<file path="config.mk">
export PLATFORM = sky130hd
export DESIGN_NAME = half_adder
export DESIGN_NICKNAME = d
export VERILOG_FILES = /design/src/rtl/half_adder.sv
export SDC_FILE = /design/constraint.sdc
export NUM_CORES = 1
export LEC_CHECK = 0
export ABC_AREA = 1
export BUFFER_PORTS_ARGS = -buffer_cell sky130_fd_sc_hd__buf_2
export CORE_UTILIZATION = 40
export DETAILED_ROUTE_END_ITERATION = 8
export GPL_ROUTABILITY_DRIVEN = 0
export PLACE_DENSITY_LB_ADDON = 0.3
export SYNTH_ARGS = -nofsm -noshare
export SYNTH_HDL_FRONTEND = slang
export SYNTH_SLANG_ARGS = --single-unit
export TNS_END_PERCENT = 100
</file>
<file path="constraint.sdc">
create_clock -name clk -period 1.71 [get_ports clk]
set_clock_uncertainty 0.2 [all_clocks]
set_input_delay 0.0855 -clock clk [delete_from_list [all_inputs] [get_ports clk]]
set_output_delay 0.0855 -clock clk [all_outputs]
set_load 0.01 [all_outputs]
</file>
<file path="src/rtl/half_adder.sv">
// 1-bit half adder with a registered copy of its results and a saturating
// counter of clock edges that see a carry.
module half_adder #(
    parameter int CNT_W = 8
) (
    input  logic             A,
    input  logic             B,
    output logic             sum,
    output logic             carry,
    input  logic             clk,
    input  logic             rst_n,
    input  logic             cnt_clr,
    output logic             sum_q,
    output logic             carry_q,
    output logic [CNT_W-1:0] carry_cnt
);

    localparam logic [CNT_W-1:0] CNT_MAX = '1;

    logic             sum_d;
    logic             carry_d;
    logic [CNT_W-1:0] cnt_d;
    logic [CNT_W-1:0] cnt_q;

    // Pure half-adder path: depends only on A and B, so 4-port users never see clk/reset effects.
    always_comb begin
        sum   = A ^ B;
        carry = A & B;
    end

    always_comb begin
        sum_d   = sum;
        carry_d = carry;
    end

    // NOTE: every variable assigned in always_comb gets a default first, so no latch is inferred.
    always_comb begin
        cnt_d = cnt_q;
        if (cnt_clr) begin
            cnt_d = '0;
        end else if (carry && (cnt_q != CNT_MAX)) begin
            cnt_d = cnt_q + CNT_W'(1);
        end
    end

    // NOTE: sequential state uses non-blocking assignments; reset is asynchronous and active-low.
    always_ff @(posedge clk or negedge rst_n) begin
        if (!rst_n) begin
            sum_q   <= 1'b0;
            carry_q <= 1'b0;
            cnt_q   <= '0;
        end else begin
            sum_q   <= sum_d;
            carry_q <= carry_d;
            cnt_q   <= cnt_d;
        end
    end

    assign carry_cnt = cnt_q;

endmodule

</file>
; Word level (Yosys, flattened, before mapping)
; Cells that the tools add are included.
[totals]
reg_bits = 10
inputBits = 5
word_cells = 11
[op_classes]
reduce_logical = 2
add_sub_neg = 1
bitwise = 2
n_mux = 2
eq_ne = 1
[ops]
columns = op, n
row1 = $mux W8, 2
row2 = $add A8 B1 Y8 const B, 1
row3 = $ne A8 B8 Y1 const B, 1
row4 = $reduce_bool A2 Y1, 1
row5 = $and A1 B1 Y1, 1
row6 = $logic_and A1 B1 Y1, 1
row7 = $xor A1 B1 Y1, 1

; Logic depth before layout (Yosys ltp)
; Gate-level depths: netlist of the first run.
[logic_depth]
word_depth = 4
depth_mapped = 8
ltp_nobuf = 8

; Least setup slack after synthesis of the first run
; OpenSTA, ideal clock, no wires.
[synth_path]
path_kind = reg2reg
start = reg cnt_q[0], in the netlist carry_cnt[0]
end = reg cnt_q[2], in the netlist carry_cnt[2]
n_path_buf = 0
setup_time_ps = 117
arrival_ps = 1179
path_stages_with_launch = 9
setup_slack_ps = 214
required_ps = 1393
cell_sequence = dfrtp_1 ha_1 nand2_2 nor2_4 nand2_2 nand2_4 nor2_2 nand2_1 nand2_1
[synth_between]
elab_chain_len = 3
word_cells_on_any_way = 6
[synth_rtl]
columns = element, line_no
row1 = start: declaration, 23  ; logic [CNT_W-1:0] cnt_q;
row2 = start signal: assignment, 55  ; cnt_q <= cnt_d;
row3 = $add A8 B1 Y8 or $ne A8 B8 Y1 (tied branches), "42, 41"
row4 = $mux W8 or $logic_and A1 B1 Y1 (tied branches), 41  ; end else if (carry && (cnt_q != CNT_MAX)) begin
row5 = $mux W8 or $reduce_bool A2 Y1 (tied branches), n/a
; Several ways; a longest one is shown, not always the timed one. The select of a mux whose other input is x is not followed.
; A chain may end at the register's enable or synchronous reset.

; Worst setup path in the final report of the first run
[layout_path]
start = in B
end = reg sum_q
[layout_between]
elab_chain_len = 1
[layout_rtl]
columns = element, line_no
row1 = start: declaration, 7  ; input logic B,
row2 = $xor A1 B1 Y1, 27  ; sum = A ^ B;
row3 = end signal: assignment, 53  ; sum_q <= sum_d;
row4 = end: declaration, 13  ; output logic sum_q,
; No other way between the ends.

==> results of run 1 <==
critical path: cells and delay by family:
family	cells	cell delay, ns
adders and majority gates	1	0.28
buffers and inverters	3	1.23
repair_timing:
action,CTS,global route
endpoints found under the hold margin,14,0
resized for setup,0,0
hold buffers,4,0
final cells by class:
cell class | instances | area share
clock buffers | 3 | 0.0297
inverters | 12 | 0.0594
multi-input cells | 58 | 0.388
flip-flops and latches | 10 | 0.330
well taps | 15 | 0.0248
repair buffers | 21 | 0.168
where the power goes:
group          total [mW]  switching (mW)  internal [mW]
clock               0.160          0.0784         0.0813
combinational      0.0598          0.0338         0.0260
sequential          0.245         0.00280          0.243
total               0.465           0.115          0.350
cells in the mapped netlist (2+ instances only):
master	number
inv_1	12
nor2_2	2
nand2_1	22
nor2_1	9
nand2_2	2
nor2_4	2
dfrtp_1	10
nand3_1	14
ha_1	2
flip-flops by register name, indices dropped and copies added (netlist names):
| register | count |
|---|---|
| sum_q | 1 |
| carry_cnt | 8 |
| carry_q | 1 |
how the worst max path moves through the flow:
| stage | to | slack, ns | depth (start not counted) |
|---|---|---|---|
| finish | sum_q | 0.06 | 4 |
| global route | carry_cnt[3] | 0.05 | 9 |
| CTS | sum_q | 0.11 | 4 |
| detailed placement | carry_cnt[1] | 0.17 | 8 |
| global placement | carry_cnt[1] | 0.20 | 8 |
| floorplan | carry_cnt[2] | 0.21 | 8 |
metal layers:
metal,share of wire,track usage
met5,0,0
met4,0.0077,0.100
met3,0.051,0.0944
met2,0.46,0.298
met1,0.48,0.306
kinds of logic (layout without fill, tap and decap cells):
| family | count (synthesis) | in the layout | synth area share |
|---|---|---|---|
| adders and majority gates | 2 | 2 | 0.0421 |
| AOI/OAI and AO/OA | 2 | 2 | 0.0210 |
| DFF | 10 | 10 | 0.421 |
| and+or+nand+nor | 54 | 54 | 0.432 |
| buffers and inverters | 13 | 36 | 0.0842 |
==> reports/metrics.csv, run 1 <==
metric,value,unit
H-tree levels,1,
initial antenna violation count,0,
Crit Path Max Fanout,2,
IO Pins,17,
Yosys cell types,15,
number of synthesized flops with an enable pin,0,
Final period util,0.965,
Initial Utilization,0.446,
min cycle time layout,1.65,ns
GRT Total Usage,0.223,
Async SR Flop Fraction,1.00,
Post-DP HPWL,948,µm
CP Class,input pin to flop,
Overflow after GRT,0,
largest area contributor in the netlist,dfrtp_1,
most frequent cells in the layout,"nand2_1, buf_2, nand3_1, inv_1, dfrtp_1",
pwr/cell area,613,nW/µm²
final core occ,0.568,
final non-filler cell total,119,
Layout fillers,139,
Clock Tree Root,clkbuf_4,
Die W,40.5,µm
Final Instance Area,758,µm²
Gate Count Post-Synth,81,
syn_nets,88,
Detailed Route WL,1300,µm
Worst Setup End Kind,flop,
Final ANT Viol Nets,0,
Die ar.,1640,µm²
"commonest non-fill, non-tap cell in the layout",nand2_1,
vias after detailed routing,577,
crit-path cells,dlygate4sd3_1 -> buf_2 -> ha_1 -> dlygate4sd3_1,
slowest CP cell,dlygate4sd3_1,
vias per cell,4.85,
Slew Limit Fails,0,
area used by multi-input combinational logic,294,µm²
diode count,0,
Cell Rows,13,
Slew @ Worst Pin,0.356,ns
Avg Inst Size Synth,7.34,µm²
Tot Pwr,465,µW
final setup vio count,0,
Most common cell on crit path,dlygate4sd3_1,
Placed Cells,112,
CP max stage delay,0.57,ns
max-cap violation count,0,
RR Startpoint,carry_cnt[1],
vias in the first global route,545,
"Cell Area, Placed",696,µm²
main area contributors after synthesis,"dfrtp_1, nand2_1, nand3_1",
DRT iter0 DRCs,17,
Worst Path Arrival,1.60,ns
status,"finished, final reports clean",
Area Overhead vs Synth,27.6,%
CTS max path bufs,2,
RSZ-0062 raised after global routing,false,
TritonCTS clock tree,built,
CP startpoint kind,input pin,
Crit. Startpoint,B,
DRC,0,
die extent in y,40.5,µm
Hold WS,0.00650,ns
CTS sink count,10,
top_reg_cell synth,dfrtp_1,
pin count of the biggest net entering global routing,12,
end of the worst register-to-register path,carry_cnt[2],
Avg WL per Cell,10.9,µm
Core Area,1330,µm²
"setup slack, reg-to-reg",0.16,ns
Final Hold Vio Count,0,
# port buffers,16,
FF-to-FF path depth,8,
first-pass GRT wire length,2370,µm
Nets,113,
area occupied by registers,250,µm²
"Clk Latency, worst-skew pair",0.26,ns
leak pwr,0.423,nW
#FFs+latches synth,10,
share of the synthesized area in the top cell type,0.421,
drt first pass iters,4,
Num CTS Buffers,3,
share of cells above drive strength 1,0.260,
dpl ws,0.175,ns
data required time at the worst endpoint,1.66,ns
Slew HR,0.762,
Yosys warnings,0,
HP Class,input pin to asynchronous set/reset pin,
"Cell Area, Synth",594,µm²
fmax,606,MHz
Setup WS post-layout,0.0602,ns
sequential area share after synthesis,0.421,
VDD IR max,416,µV
clock slew at reported path FFs,0.06,ns
setup_tns,0,ns
postcts setup bufs,0,
No activity file was read; power rests on OpenSTA's default activity.
==> run 2, diff against run 1 <==
Settings changed: CORE_MARGIN set to 2.
==> run 2 against run 1 <==
  * First-iteration DRC count is 41% lower
  * Total power is 12% higher
  * Global-route usage is 5.5 points lower
  * Core utilization hardly changed
  * Count of clock-buffer cells in the layout is 1 higher
  * Sequential cell count stayed put
  * Final area is 1.2% higher
  * Final cell count stayed put
  * Combinational power is 7.4% lower
  * Wire length is 1.3% higher
  * Critical path type unchanged
  * Largest cell class unchanged
  * Largest power group unchanged
==> reports/metrics.csv, run 2 (synthesis results as in run 1) <==
metric,value,unit
Worst Setup End Kind,flop,
Detailed Route WL,1320,µm
Final Hold Vio Count,0,
Switching Share,0.237,
Die ar.,1810,µm²
fmax,622,MHz
Avg WL per Cell,11.1,µm
Overflow after GRT,0,
vias after detailed routing,582,
status,"finished, final reports clean",
Final ANT Viol Nets,0,
Area Overhead vs Synth,29.1,%
H-tree levels,1,
internal power,396,µW
"Clk Latency, worst-skew pair",0.27,ns
RSZ-0062 raised after global routing,false,
Clock Power Share,0.417,
net switching power figure,123,µW
data required time at the worst endpoint,1.66,ns
CP Class,input pin to flop,
drt first pass iters,4,
pin count of the biggest net entering global routing,12,
FF-to-FF path depth,8,
Nets,112,
Slew Limit Fails,0,
max reg flops,8,
Crit Path Max Fanout,2,
"commonest non-fill, non-tap cell in the layout",nand2_1,
die extent in y,42.5,µm
CP startpoint kind,input pin,
setup_tns,0,ns
# port buffers,16,
Clock Tree Root,clkbuf_4,
Initial Utilization,0.440,
most frequent cells in the layout,"nand2_1, buf_2, nand3_1, inv_1, dfrtp_1",
max-cap violation count,0,
dpl ws,0.136,ns
Worst Path Arrival,1.56,ns
CTS sink count,10,
Slew @ Worst Pin,0.339,ns
Reg power frac,0.476,
end of the worst register-to-register path,carry_cnt[1],
IO Pins,17,
DRC,0,
share of cells above drive strength 1,0.269,
final setup vio count,0,
CTS max path bufs,2,
Slew HR,0.774,
Post-DP HPWL,926,µm
final core occ,0.568,
RR Startpoint,carry_cnt[0],
pwr/cell area,676,nW/µm²
vias in the first global route,532,
Setup WS post-layout,0.102,ns
diode count,0,
Hold WS,0.00685,ns
TritonCTS clock tree,built,
VDD IR max,436,µV
leak pwr,0.422,nW
Core Area,1350,µm²
initial antenna violation count,0,
min cycle time layout,1.61,ns
Die W,42.5,µm
HP Class,input pin to asynchronous set/reset pin,
"setup slack, reg-to-reg",0.14,ns
Tot Pwr,519,µW
DRT iter0 DRCs,10,
first-pass GRT wire length,2300,µm
vias per cell,4.89,
Num CTS Buffers,3,
combinational power share,0.107,
Final period util,0.940,
GRT Total Usage,0.168,
Cell Rows,13,
clock slew at reported path FFs,0.07,ns
run 2: changes by cell type in the layout (fill, tap and decap cells not counted):
cell,previous run,this run
ha_2,0,1
clkbuf_8,0,1
buf_4,1,0
ha_1,2,1
run 2: what timing repair did:
action | 4_1_cts | 5_1_grt
setup endpoints to repair | 0 | 1
setup buffers | 0 | 0
hold buffers | 4 | 0
hold endpoints to repair | 14 | 0
gates resized for setup | 0 | 1
run 2: metal layers:
metal / track usage / vias to the layer above / wire length (µm)
li1: - / 298 / -
met1: 0.219 / 264 / 618
met2: 0.262 / 15 / 614
met3: 0.0259 / 5 / 56
met4: 0.0938 / 0 / 29
met5: 0 / - / 0
run 2: power by group through the flow:
stage / sequential, mW / combinational (mW) / clock [mW]
after CTS: 0.247 / 0.0553 / 0.220
final: 0.247 / 0.0554 / 0.216
after detailed placement: 0.251 / 0.0463 / 0
after global placement: 0.251 / 0.0466 / 0
after floorplan: 0.255 / 0.0215 / 0
after global routing: 0.248 / 0.0610 / 0.237
run 2: worst max path at each step:
| stage | cells after the start | endpoint | slack, ns | from |
|---|---|---|---|---|
| floorplan | 8 | carry_cnt[2] | 0.21 | carry_cnt[0] |
| global placement | 8 | carry_cnt[1] | 0.18 | carry_cnt[0] |
| detailed placement | 8 | carry_cnt[1] | 0.14 | carry_cnt[0] |
| CTS | 4 | sum_q | 0.10 | B |
| global route | 8 | carry_cnt[1] | 0.02 | carry_cnt[0] |
| finish | 4 | sum_q | 0.10 | B |
run 2: critical path, stage by stage:
cell and delay [ns]:
dlygate4sd3_1 0.53, buf_2 0.12, ha_1 0.27, dlygate4sd3_1 0.56
run 2: cell type report:
class	instances	area, µm²
clock buffer	4	36.3
tap	15	18.8
timing repair buffer	20	120
fill	124	583
sequential	10	250
multi-input combinational	58	297
inverter	12	45.0
run 2: stage by stage:
stage	std cells	instance area (µm²)
global placement	111	688
finish	119	767
global route	119	767
CTS	119	764
detailed placement	111	688
floorplan	81	594
==> run 3, diff against run 2 <==
Settings changed: CORE_AREA set to 2 2 39 41, CORE_MARGIN 2 to unset, CORE_UTILIZATION 40 to unset, CTS_BUF_LIST set to sky130_fd_sc_hd__clkbuf_8, DIE_AREA set to 0 0 41 43.
==> run 3 against run 2 <==
  * Combinational power about the same
  * Clock power up 36%
  * Sequential power about the same
  * First-iteration DRC count down 40%
  * Sequential cell count unchanged
  * Count of clock-buffer cells in the layout unchanged
  * Core utilization up 0.060 points
  * Final area up 2.6%
  * Via count down 1.2%
  * Largest cell class unchanged
  * Largest power group is now clock
==> reports/metrics.csv, run 3 (synthesis results as in run 1) <==
metric,value,unit
status,"finished, final reports clean",
Area Overhead vs Synth,32.4,%
internal power,470,µW
Final ANT Viol Nets,0,
Avg WL per Cell,10.8,µm
RSZ-0062 raised after global routing,false,
"delay-heaviest family, CP",buffers and inverters,
GRT Total Usage,0.186,
postcts setup bufs,0,
share of cells above drive strength 1,0.269,
Cell Rows,14,
DRT iter0 DRCs,6,
combinational power share,0.092,
final setup vio count,0,
CP startpoint kind,input pin,
Most common cell on crit path,dlygate4sd3_1,
Final Hold Vio Count,0,
Clock Power Share,0.493,
Crit Path Max Fanout,2,
Worst Setup End Kind,flop,
HP Class,input pin to asynchronous set/reset pin,
Nets,112,
CTS sink count,10,
"Cell Area, Placed",689,µm²
min cycle time layout,1.67,ns
max reg flops,8,
Final Instance Area,787,µm²
Final period util,0.976,
most frequent cells in the layout,"nand2_1, buf_2, nand3_1, inv_1, dfrtp_1",
Reg power frac,0.415,
"Clk Latency, worst-skew pair",0.23,ns
Die ar.,1760,µm²
pwr/cell area,759,nW/µm²
Worst Path Arrival,1.58,ns
TritonCTS clock tree,built,
Overflow after GRT,0,
worst path buffer plus inverter count,3,
vias per cell,4.79,
Crit. Startpoint,B,
die extent in y,43,µm
Slew HR,0.770,
RR Startpoint,carry_cnt[0],
Slew Limit Fails,0,
Clock Tree Root,clkbuf_8,
Switching Share,0.214,
"commonest non-fill, non-tap cell in the layout",nand2_1,
Post-DP HPWL,934,µm
CP Class,input pin to flop,
Slew @ Worst Pin,0.345,ns
Num CTS Buffers,3,
Initial Utilization,0.429,
initial antenna violation count,0,
vias in the first global route,486,
vias after detailed routing,575,
Detailed Route WL,1300,µm
Die W,41,µm
fmax,599,MHz
drt first pass iters,4,
net switching power figure,128,µW
diode count,0,
IO Pins,17,
CTS max path bufs,2,
final core occ,0.569,
leak pwr,0.430,nW
clock slew at reported path FFs,0.05,ns
H-tree levels,1,
DRC,0,
Core Area,1380,µm²
# port buffers,16,
first-pass GRT wire length,2100,µm
slowest CP cell,dlygate4sd3_1,
max-cap violation count,0,
CP max stage delay,0.56,ns
crit-path cells,dlygate4sd3_1 -> buf_2 -> ha_1 -> dlygate4sd3_1,
data required time at the worst endpoint,1.62,ns
setup_tns,0,ns
VDD IR max,540,µV
pin count of the biggest net entering global routing,12,
==> run 3: cell types whose count changed in the layout (fill, tap and decap cells not counted) <==
cell      delta
clkbuf_8     +3
clkbuf_4     -3
==> run 3: cell type report <==
class	count	area [µm²]
Fill cell	125	597
Inverter	12	45.0
Clock buffer	4	55.1
Sequential cell	10	250
Tap cell	16	20.0
Timing Repair Buffer	20	120
Multi-Input combinational cell	58	297
==> run 3: power groups by stage <==
stage | combinational, mW | sequential [mW] | clock, mW
final | 0.0552 | 0.248 | 0.294
after global routing | 0.0617 | 0.249 | 0.317
after CTS | 0.0554 | 0.247 | 0.306
after detailed placement | 0.0465 | 0.251 | 0
after global placement | 0.0461 | 0.251 | 0
after floorplan | 0.0215 | 0.255 | 0
==> run 3: path summary, 6_finish.rpt <==
kind / endpoint / slack (ns) / depth (start not counted)
max: sum_q / 0.04 / 4
min: carry_q / 0.04 / 2
max reg2reg: carry_cnt[2] / 0.16 / 8
min reg2reg: carry_cnt[6] / 0.37 / 2
max in group asynchronous: carry_cnt[3] / 1.07 / 2
min in group clk: carry_q / 0.08 / 2
==> run 3: per-layer routing <==
metal | wire [µm] | GRT usage | vias to the layer above | part of all wire
met3 | 42 | 0.0471 | 4 | 0.032
li1 | - | - | 302 | -
met4 | 33 | 0.140 | 0 | 0.025
met5 | 0 | 0 | - | 0
met2 | 642 | 0.247 | 11 | 0.49
met1 | 581 | 0.246 | 258 | 0.45
==> run 3: metrics by stage <==
step | std cells | worst slack (ns) | total power [mW] | hold WS, ns
5_1_grt | 120 | 0.00763 | 0.628 | 0.0614
3_3_place_gp | 112 | 0.191 | 0.297 | -0.241
6_report | 120 | 0.0405 | 0.598 | 0.0415
2_1_floorplan | 81 | 0.214 | 0.276 | -0.410
3_5_place_dp | 112 | 0.166 | 0.298 | -0.236
4_1_cts | 120 | 0.0781 | 0.609 | 0.0449
==> run 3: what timing repair did <==
action | in CTS | in global routing
hold endpoints to repair | 14 | 0
resized for setup | 0 | 1
hold buffers | 4 | 0
endpoints found under the setup margin | 0 | 2
